--- config.mk ---
export PLATFORM = sky130hd
export DESIGN_NAME = display_scan_driver_flat
export DESIGN_NICKNAME = d
export VERILOG_FILES = /design/src/rtl/display_scan_driver_if.sv /design/src/rtl/display_scan_driver.sv /design/src/flat_wrapper.sv
export SDC_FILE = /design/constraint.sdc
export NUM_CORES = 1
export LEC_CHECK = 0
export CAP_MARGIN = 20
export CORE_UTILIZATION = 50
export CTS_CLUSTER_SIZE = 28
export DETAILED_ROUTE_END_ITERATION = 10
export PLACE_DENSITY = 0.74
export SLEW_MARGIN = 5
export SYNTH_ARGS = -nofsm -noshare
export SYNTH_HDL_FRONTEND = slang
export SYNTH_SLANG_ARGS = --single-unit
--- constraint.sdc ---
create_clock -name clk -period 2.42 [get_ports clk]
set_input_delay 0.484 -clock clk [delete_from_list [all_inputs] [get_ports clk]]
set_output_delay 0.484 -clock clk [all_outputs]
set_load 0.05 [all_outputs]
--- src/rtl/display_scan_driver_if.sv ---
// Connection between a display controller and the 7-segment scan driver.
// The controller side drives the value and options; the driver side returns the scan outputs.
interface display_scan_driver_if #(
   parameter int N_DIGITS = 4
);
   logic                  load;
   logic [4*N_DIGITS-1:0] data_in;
   logic                  blank_lz;
   logic [3:0]            digit_val;
   logic [N_DIGITS-1:0]   digit_en;
   logic                  digit_blank;
   logic                  frame_done;

   modport master (
      output load, data_in, blank_lz,
      input  digit_val, digit_en, digit_blank, frame_done
   );

   modport slave (
      input  load, data_in, blank_lz,
      output digit_val, digit_en, digit_blank, frame_done
   );
endinterface

--- src/rtl/display_scan_driver.sv ---
// Time-multiplexed scan driver for common-anode 7-segment digits: one nibble per slot,
// double-buffered value committed at frame wrap, leading-zero blanking and a dead cycle per slot.
module display_scan_driver #(
   parameter int CLK_DIV  = 50000,
   parameter int N_DIGITS = 4
) (
   input  logic                 clk,
   input  logic                 rst_n,
   display_scan_driver_if.slave bus
);
   localparam int DW    = 4 * N_DIGITS;
   localparam int CNT_W = (CLK_DIV > 1) ? $clog2(CLK_DIV) : 1;
   localparam int IDX_W = (N_DIGITS > 1) ? $clog2(N_DIGITS) : 1;
   localparam logic [CNT_W-1:0] CNT_LAST = CNT_W'(CLK_DIV - 1);
   localparam logic [IDX_W-1:0] IDX_LAST = IDX_W'(N_DIGITS - 1);

   logic [CNT_W-1:0]    cnt_q, cnt_d;
   logic [IDX_W-1:0]    idx_q, idx_d;
   logic [DW-1:0]       disp_q, disp_d;
   logic [DW-1:0]       pend_data_q, pend_data_d;
   logic                pend_q, pend_d;
   logic [N_DIGITS-1:0] digit_en_q, digit_en_d;
   logic [3:0]          digit_val_q, digit_val_d;
   logic                digit_blank_q, digit_blank_d;
   logic                frame_done_q, frame_done_d;

   logic                tick;
   logic                wrap;
   logic [3:0]          nib_next [N_DIGITS];
   logic [N_DIGITS-1:0] lz_blank;
   logic                zero_run;

   assign tick = (cnt_q == CNT_LAST);
   assign wrap = tick && (idx_q == IDX_LAST);

   generate
      for (genvar gi = 0; gi < N_DIGITS; gi++) begin : g_nib
         assign nib_next[gi] = disp_d[4*gi +: 4];
      end
   endgenerate

   // Blank flags are derived from the value that will be displayed after this edge,
   // so a wrap-edge commit is already reflected in the first slot of the new frame.
   always_comb begin
      lz_blank = '0;
      zero_run = 1'b1;
      for (int k = N_DIGITS - 1; k >= 1; k--) begin
         zero_run    = zero_run && (disp_d[4*k +: 4] == 4'h0);
         lz_blank[k] = bus.blank_lz && zero_run;
      end
   end

   // Prescaler, digit index and double buffer.
   always_comb begin
      cnt_d       = cnt_q + CNT_W'(1);
      idx_d       = idx_q;
      disp_d      = disp_q;
      pend_data_d = pend_data_q;
      pend_d      = pend_q;

      if (tick) begin
         cnt_d = '0;
         idx_d = (idx_q == IDX_LAST) ? '0 : idx_q + IDX_W'(1);
      end

      if (wrap) begin
         pend_d = 1'b0;
         if (bus.load) begin
            disp_d = bus.data_in;
         end else if (pend_q) begin
            disp_d = pend_data_q;
         end
      end else if (bus.load) begin
         pend_data_d = bus.data_in;
         pend_d      = 1'b1;
      end
   end

   // Scan outputs: enables go dark on the tick edge, then light the current digit unless blanked.
   always_comb begin
      digit_en_d    = digit_en_q;
      digit_val_d   = digit_val_q;
      digit_blank_d = digit_blank_q;
      frame_done_d  = wrap;

      if (tick) begin
         digit_en_d    = '1;
         digit_val_d   = nib_next[idx_d];
         digit_blank_d = lz_blank[idx_d];
      end else if (digit_blank_q) begin
         digit_en_d = '1;
      end else begin
         digit_en_d = ~(N_DIGITS'(1) << idx_q);
      end
   end

   always_ff @(posedge clk or negedge rst_n) begin
      if (!rst_n) begin
         cnt_q         <= '0;
         idx_q         <= '0;
         disp_q        <= '0;
         pend_data_q   <= '0;
         pend_q        <= 1'b0;
         digit_en_q    <= '1;
         digit_val_q   <= 4'h0;
         digit_blank_q <= 1'b0;
         frame_done_q  <= 1'b0;
      end else begin
         cnt_q         <= cnt_d;
         idx_q         <= idx_d;
         disp_q        <= disp_d;
         pend_data_q   <= pend_data_d;
         pend_q        <= pend_d;
         digit_en_q    <= digit_en_d;
         digit_val_q   <= digit_val_d;
         digit_blank_q <= digit_blank_d;
         frame_done_q  <= frame_done_d;
      end
   end

   assign bus.digit_en    = digit_en_q;
   assign bus.digit_val   = digit_val_q;
   assign bus.digit_blank = digit_blank_q;
   assign bus.frame_done  = frame_done_q;

endmodule

--- src/flat_wrapper.sv ---
// flat-port wrapper written by rule: the top's interface ports become plain ports
module display_scan_driver_flat 
#(
   parameter int CLK_DIV  = 50000,
   parameter int N_DIGITS = 4
)
  (clk, rst_n, bus_load, bus_data_in, bus_blank_lz, bus_digit_val, bus_digit_en, bus_digit_blank, bus_frame_done);
  display_scan_driver_if #(.N_DIGITS(N_DIGITS)) bus_i ();
  input  logic clk;
  input  logic rst_n;
  input wire logic [$bits(bus_i.load)-1:0] bus_load;
  input wire logic [$bits(bus_i.data_in)-1:0] bus_data_in;
  input wire logic [$bits(bus_i.blank_lz)-1:0] bus_blank_lz;
  output wire logic [$bits(bus_i.digit_val)-1:0] bus_digit_val;
  output wire logic [$bits(bus_i.digit_en)-1:0] bus_digit_en;
  output wire logic [$bits(bus_i.digit_blank)-1:0] bus_digit_blank;
  output wire logic [$bits(bus_i.frame_done)-1:0] bus_frame_done;
  assign bus_i.load = bus_load;
  assign bus_i.data_in = bus_data_in;
  assign bus_i.blank_lz = bus_blank_lz;
  assign bus_digit_val = bus_i.digit_val;
  assign bus_digit_en = bus_i.digit_en;
  assign bus_digit_blank = bus_i.digit_blank;
  assign bus_frame_done = bus_i.frame_done;
  display_scan_driver #(.CLK_DIV(CLK_DIV), .N_DIGITS(N_DIGITS)) u_core (.clk(clk), .rst_n(rst_n), .bus(bus_i));
endmodule
==> summary.md <==
| Metric | Value |
|---|---|
| Status | complete, but fails checks |
| Failing checks | design-rule violations, negative setup slack |
| Die X | 80.3 µm |
| Fin. Hold Viols | 0 |
| Post-synth EDFFs | 0 |
| Worst Setup EP | u_core.bus.digit_val[3] |
| Placed cells | 418 |
| Initial antenna violation count | 0 |
| Post-synthesis simple-gate area fraction | 13.7% |
| Maxcap violations | 0 |
| Cell Rows | 28 |
| Post-synthesis register bit count | 61 |
| Distinct cells, synth | 49 |
| Final Instance Count excl. Fillers | 441 |
| Grt ovf | 0 |
| Clock buffer count from CTS | 9 |
| Worst R2R End | u_core.bus.digit_val[3] |
| Setup TNS | -356 ps |
| Worst min path class | in -> async |
| Gr usage total | 25.6% |
| Post-synth top area share | 46.5% |
| Fill count | 422 |
| Root Buffer | clkbuf_8 |
| Slew Limit Fails | 0 |
| DR vias | 2531 |
| Main combinational cell family by area after synthesis | compound AO/OA/AOI/OAI gates |
| Slew at the pin with the worst max-slew slack | 691 ps |
| Final setup margin | -134 ps |
| Wire length per cell | 16.6 µm |
| Clock Latency Late Sink | 340 ps |
| Final Skew | 13.6 ps |
| Sw frac | 24.9% |
| Routed WL | 7.32 mm |
| Post-synthesis mux area share | 10.3% |
| Adder-cell area share of the yosys netlist | 2.04% |
| First DRT Iteration DRCs | 150 |
| RD Place Congestion | 0.804 |
| Post-Place Setup Slack | -178 ps |
| Final HPWL DP | 4.98 mm |
| Seq/Total Area, Yosys | 50.0% |
| Die area | 6450 µm² |
| Clk slew on worst S/H paths | 80 ps |
| First-pass GRT wire length | 12.1 mm |
| Tcrit/Tclk final | 106% |
| Peak VDD IR | 0.429 mV |
| CP Launch Type | register |
| DRC viols | 1 |
| Fin nets | 386 |
| Flop-to-flop setup slack | -130 ps |
| Vias in the first global route | 2529 |
| WHS | 191 ps |
| Worst-path fanout max | 7 |
| RSZ-0062 raised after global routing | yes |
| Post-synth top area cell | dfrtp_1 |
| Net Switching | 492 µW |
| Reg power frac | 53.9% |
| Io pins | 30 |
| Worst Path Arrival | 2780 ps |
| Share of cells above drive strength 1 | 35.0% |
| CTS tree | built |
| Synth Area in Compound Gates | 14.9% |
| Launch point of the worst path | u_core.cnt_q[5] |
| Post-route ant nets | 0 |
| Top-count cell post-synth | dfrtp_1 |
| Port bufs | 29 |
| XOR/XNOR Fraction of Synth Area | 3.43% |
| Net Count, Synth | 306 |
| Worst setup EP type | register |
| Number of diodes | 0 |
| Proportion of power drawn by the clock network | 39.0% |
| Worst path required time | 2650 ps |
| CTS max path bufs | 2 |
| R2R depth | 8 |
| Crit path kind | reg -> reg |
| Vias per cell | 5.74 |
| Fmax | 391 MHz |
| Average size of a mapped cell | 10.9 µm² |
| Sink Count | 61 |
| Largest net degree at the start of global routing | 33 |
| Async set-reset flop share out of synthesis | 100% |
| Synth top area cells | dfrtp_1 47%, mux2_2 7.3%, dfstp_2 3.4% |
| Area added between synthesis and finish | 35.6% |
| Period minus WS final | 2550 ps |
| Starting Density | 51.8% |
| Core Area | 5920 µm² |
| Synth Instances | 281 |
| Setup violations, final | 4 |
| Most common flop cell mapped by yosys | dfrtp_1 |
| R2r startpoint | u_core.cnt_q[5] |
| P_leak | 1.95 nW |
| Synthesized area | 3070 µm² |
| Max_slew headroom | 54.0% |
| Die H | 80.3 µm |
| Combinational Power Share | 7.1% |
| Pint | 1.48 mW |
| Pwr Density | 476 nW/µm² |
| Post-synth top cells | 57 x dfrtp_1, 21 x inv_1, 21 x nand2_1, 21 x nor2_1, 20 x mux2_2 |
| Drt pass-1 iters | 7 |
| H-tree levels | 3 |
| Yosys warns | 0 |
-- worst min path at each step --
stage / from / endpoint / slack (ps) / depth (start not counted)
after global routing: rst_n / u_core.bus.digit_blank / 250 / 1
after floorplan: rst_n / u_core.bus.digit_blank / 190 / 0
final: rst_n / u_core.bus.digit_blank / 190 / 1
after global placement: u_core.pend_data_q[0] / u_core.pend_data_q[0] / 490 / 1
after detailed placement: u_core.pend_data_q[1] / u_core.pend_data_q[1] / 490 / 1
after CTS: rst_n / u_core.cnt_q[2] / 210 / 1
-- stage by stage --
stage	power, mW	utilization, %	cell area (µm²)
floorplan	1.14	-	3070
global placement	1.22	63.6	3760
detailed placement	1.22	63.6	3760
CTS	2.00	69.4	4110
global route	2.06	70.2	4160
finish	1.98	70.2	4160
-- what timing repair did --
item | 4_1_cts | 5_1_grt
resized for setup | 21 | 8
setup buffers | 4 | 1
endpoints found under the setup margin | 5 | 5
cloned | 2 | 0
hold buffers | 0 | 0
pin swaps | 9 | 5
-- worst max-delay path, stage by stage (launching register included) --
cell,delay (ps)
dfrtp_1,400
nor4bb_2,320
and4_4,360
buf_12,150
a41oi_2,140
o221ai_2,230
inv_1,100
mux4_2,470
mux2_4,280
-- final cells by class --
cell class | instances | area (µm²) | share of cell area, %
sequential | 61 | 1530 | 36.9
multi-input combinational | 180 | 1490 | 35.8
timing repair buffer | 85 | 787 | 18.9
clock buffer | 9 | 124 | 2.98
tap | 75 | 93.8 | 2.26
inverter | 24 | 90.1 | 2.17
clock inverter | 7 | 42.5 | 1.02
-- flip-flops by register name (all words and copies together), names as in the netlist --
| signal | flops |
|---|---|
| u_core.disp_q | 16 |
| u_core.pend_data_q | 16 |
| u_core.pend_q | 1 |
| u_core.bus.digit_en | 4 |
| u_core.idx_q | 2 |
| u_core.bus.digit_val | 4 |
| u_core.bus.frame_done | 1 |
| u_core.bus.digit_blank | 1 |
| u_core.cnt_q | 16 |
-- layer usage --
layer,track usage [%],part of all wire [%],up-vias
li1,-,-,1183
met1,34.3,44,1256
met2,39.1,49,75
met3,5.00,4.1,17
met4,13.9,2.5,0
met5,0,0,-
-- cells in the final DEF (no fill, tap or decap), types with 6 or more instances in the layout --
cell / count
a21o_1: 8
a41oi_1: 9
buf_4: 49
clkbuf_8: 9
clkdlybuf4s50_1: 28
dfrtp_1: 57
inv_1: 21
mux2_2: 18
nand2_1: 21
nor2_1: 21
o21ai_0: 10
xnor2_1: 6
xor2_1: 6
-- power groups by stage --
stage,Sequential (mW),Clock (mW),Combinational [mW]
global placement,1.08,0,0.136
finish,1.07,0.772,0.141
global route,1.07,0.840,0.156
floorplan,1.08,0,0.0598
CTS,1.06,0.789,0.142
detailed placement,1.08,0,0.140
-- cell families (layout without fill, tap and decap cells) --
family                   count (synthesis)  in the layout
adder cells (fa/ha/maj)                  5              5
buffers and inverters                   40            125
multiplexers                            25             25
flip-flops                              61             61
AO/OA/AOI/OAI                           61             61
AND/OR/NAND/NOR                         77             77
XOR/XNOR                                12             12
(Power assumes the default switching activity.)
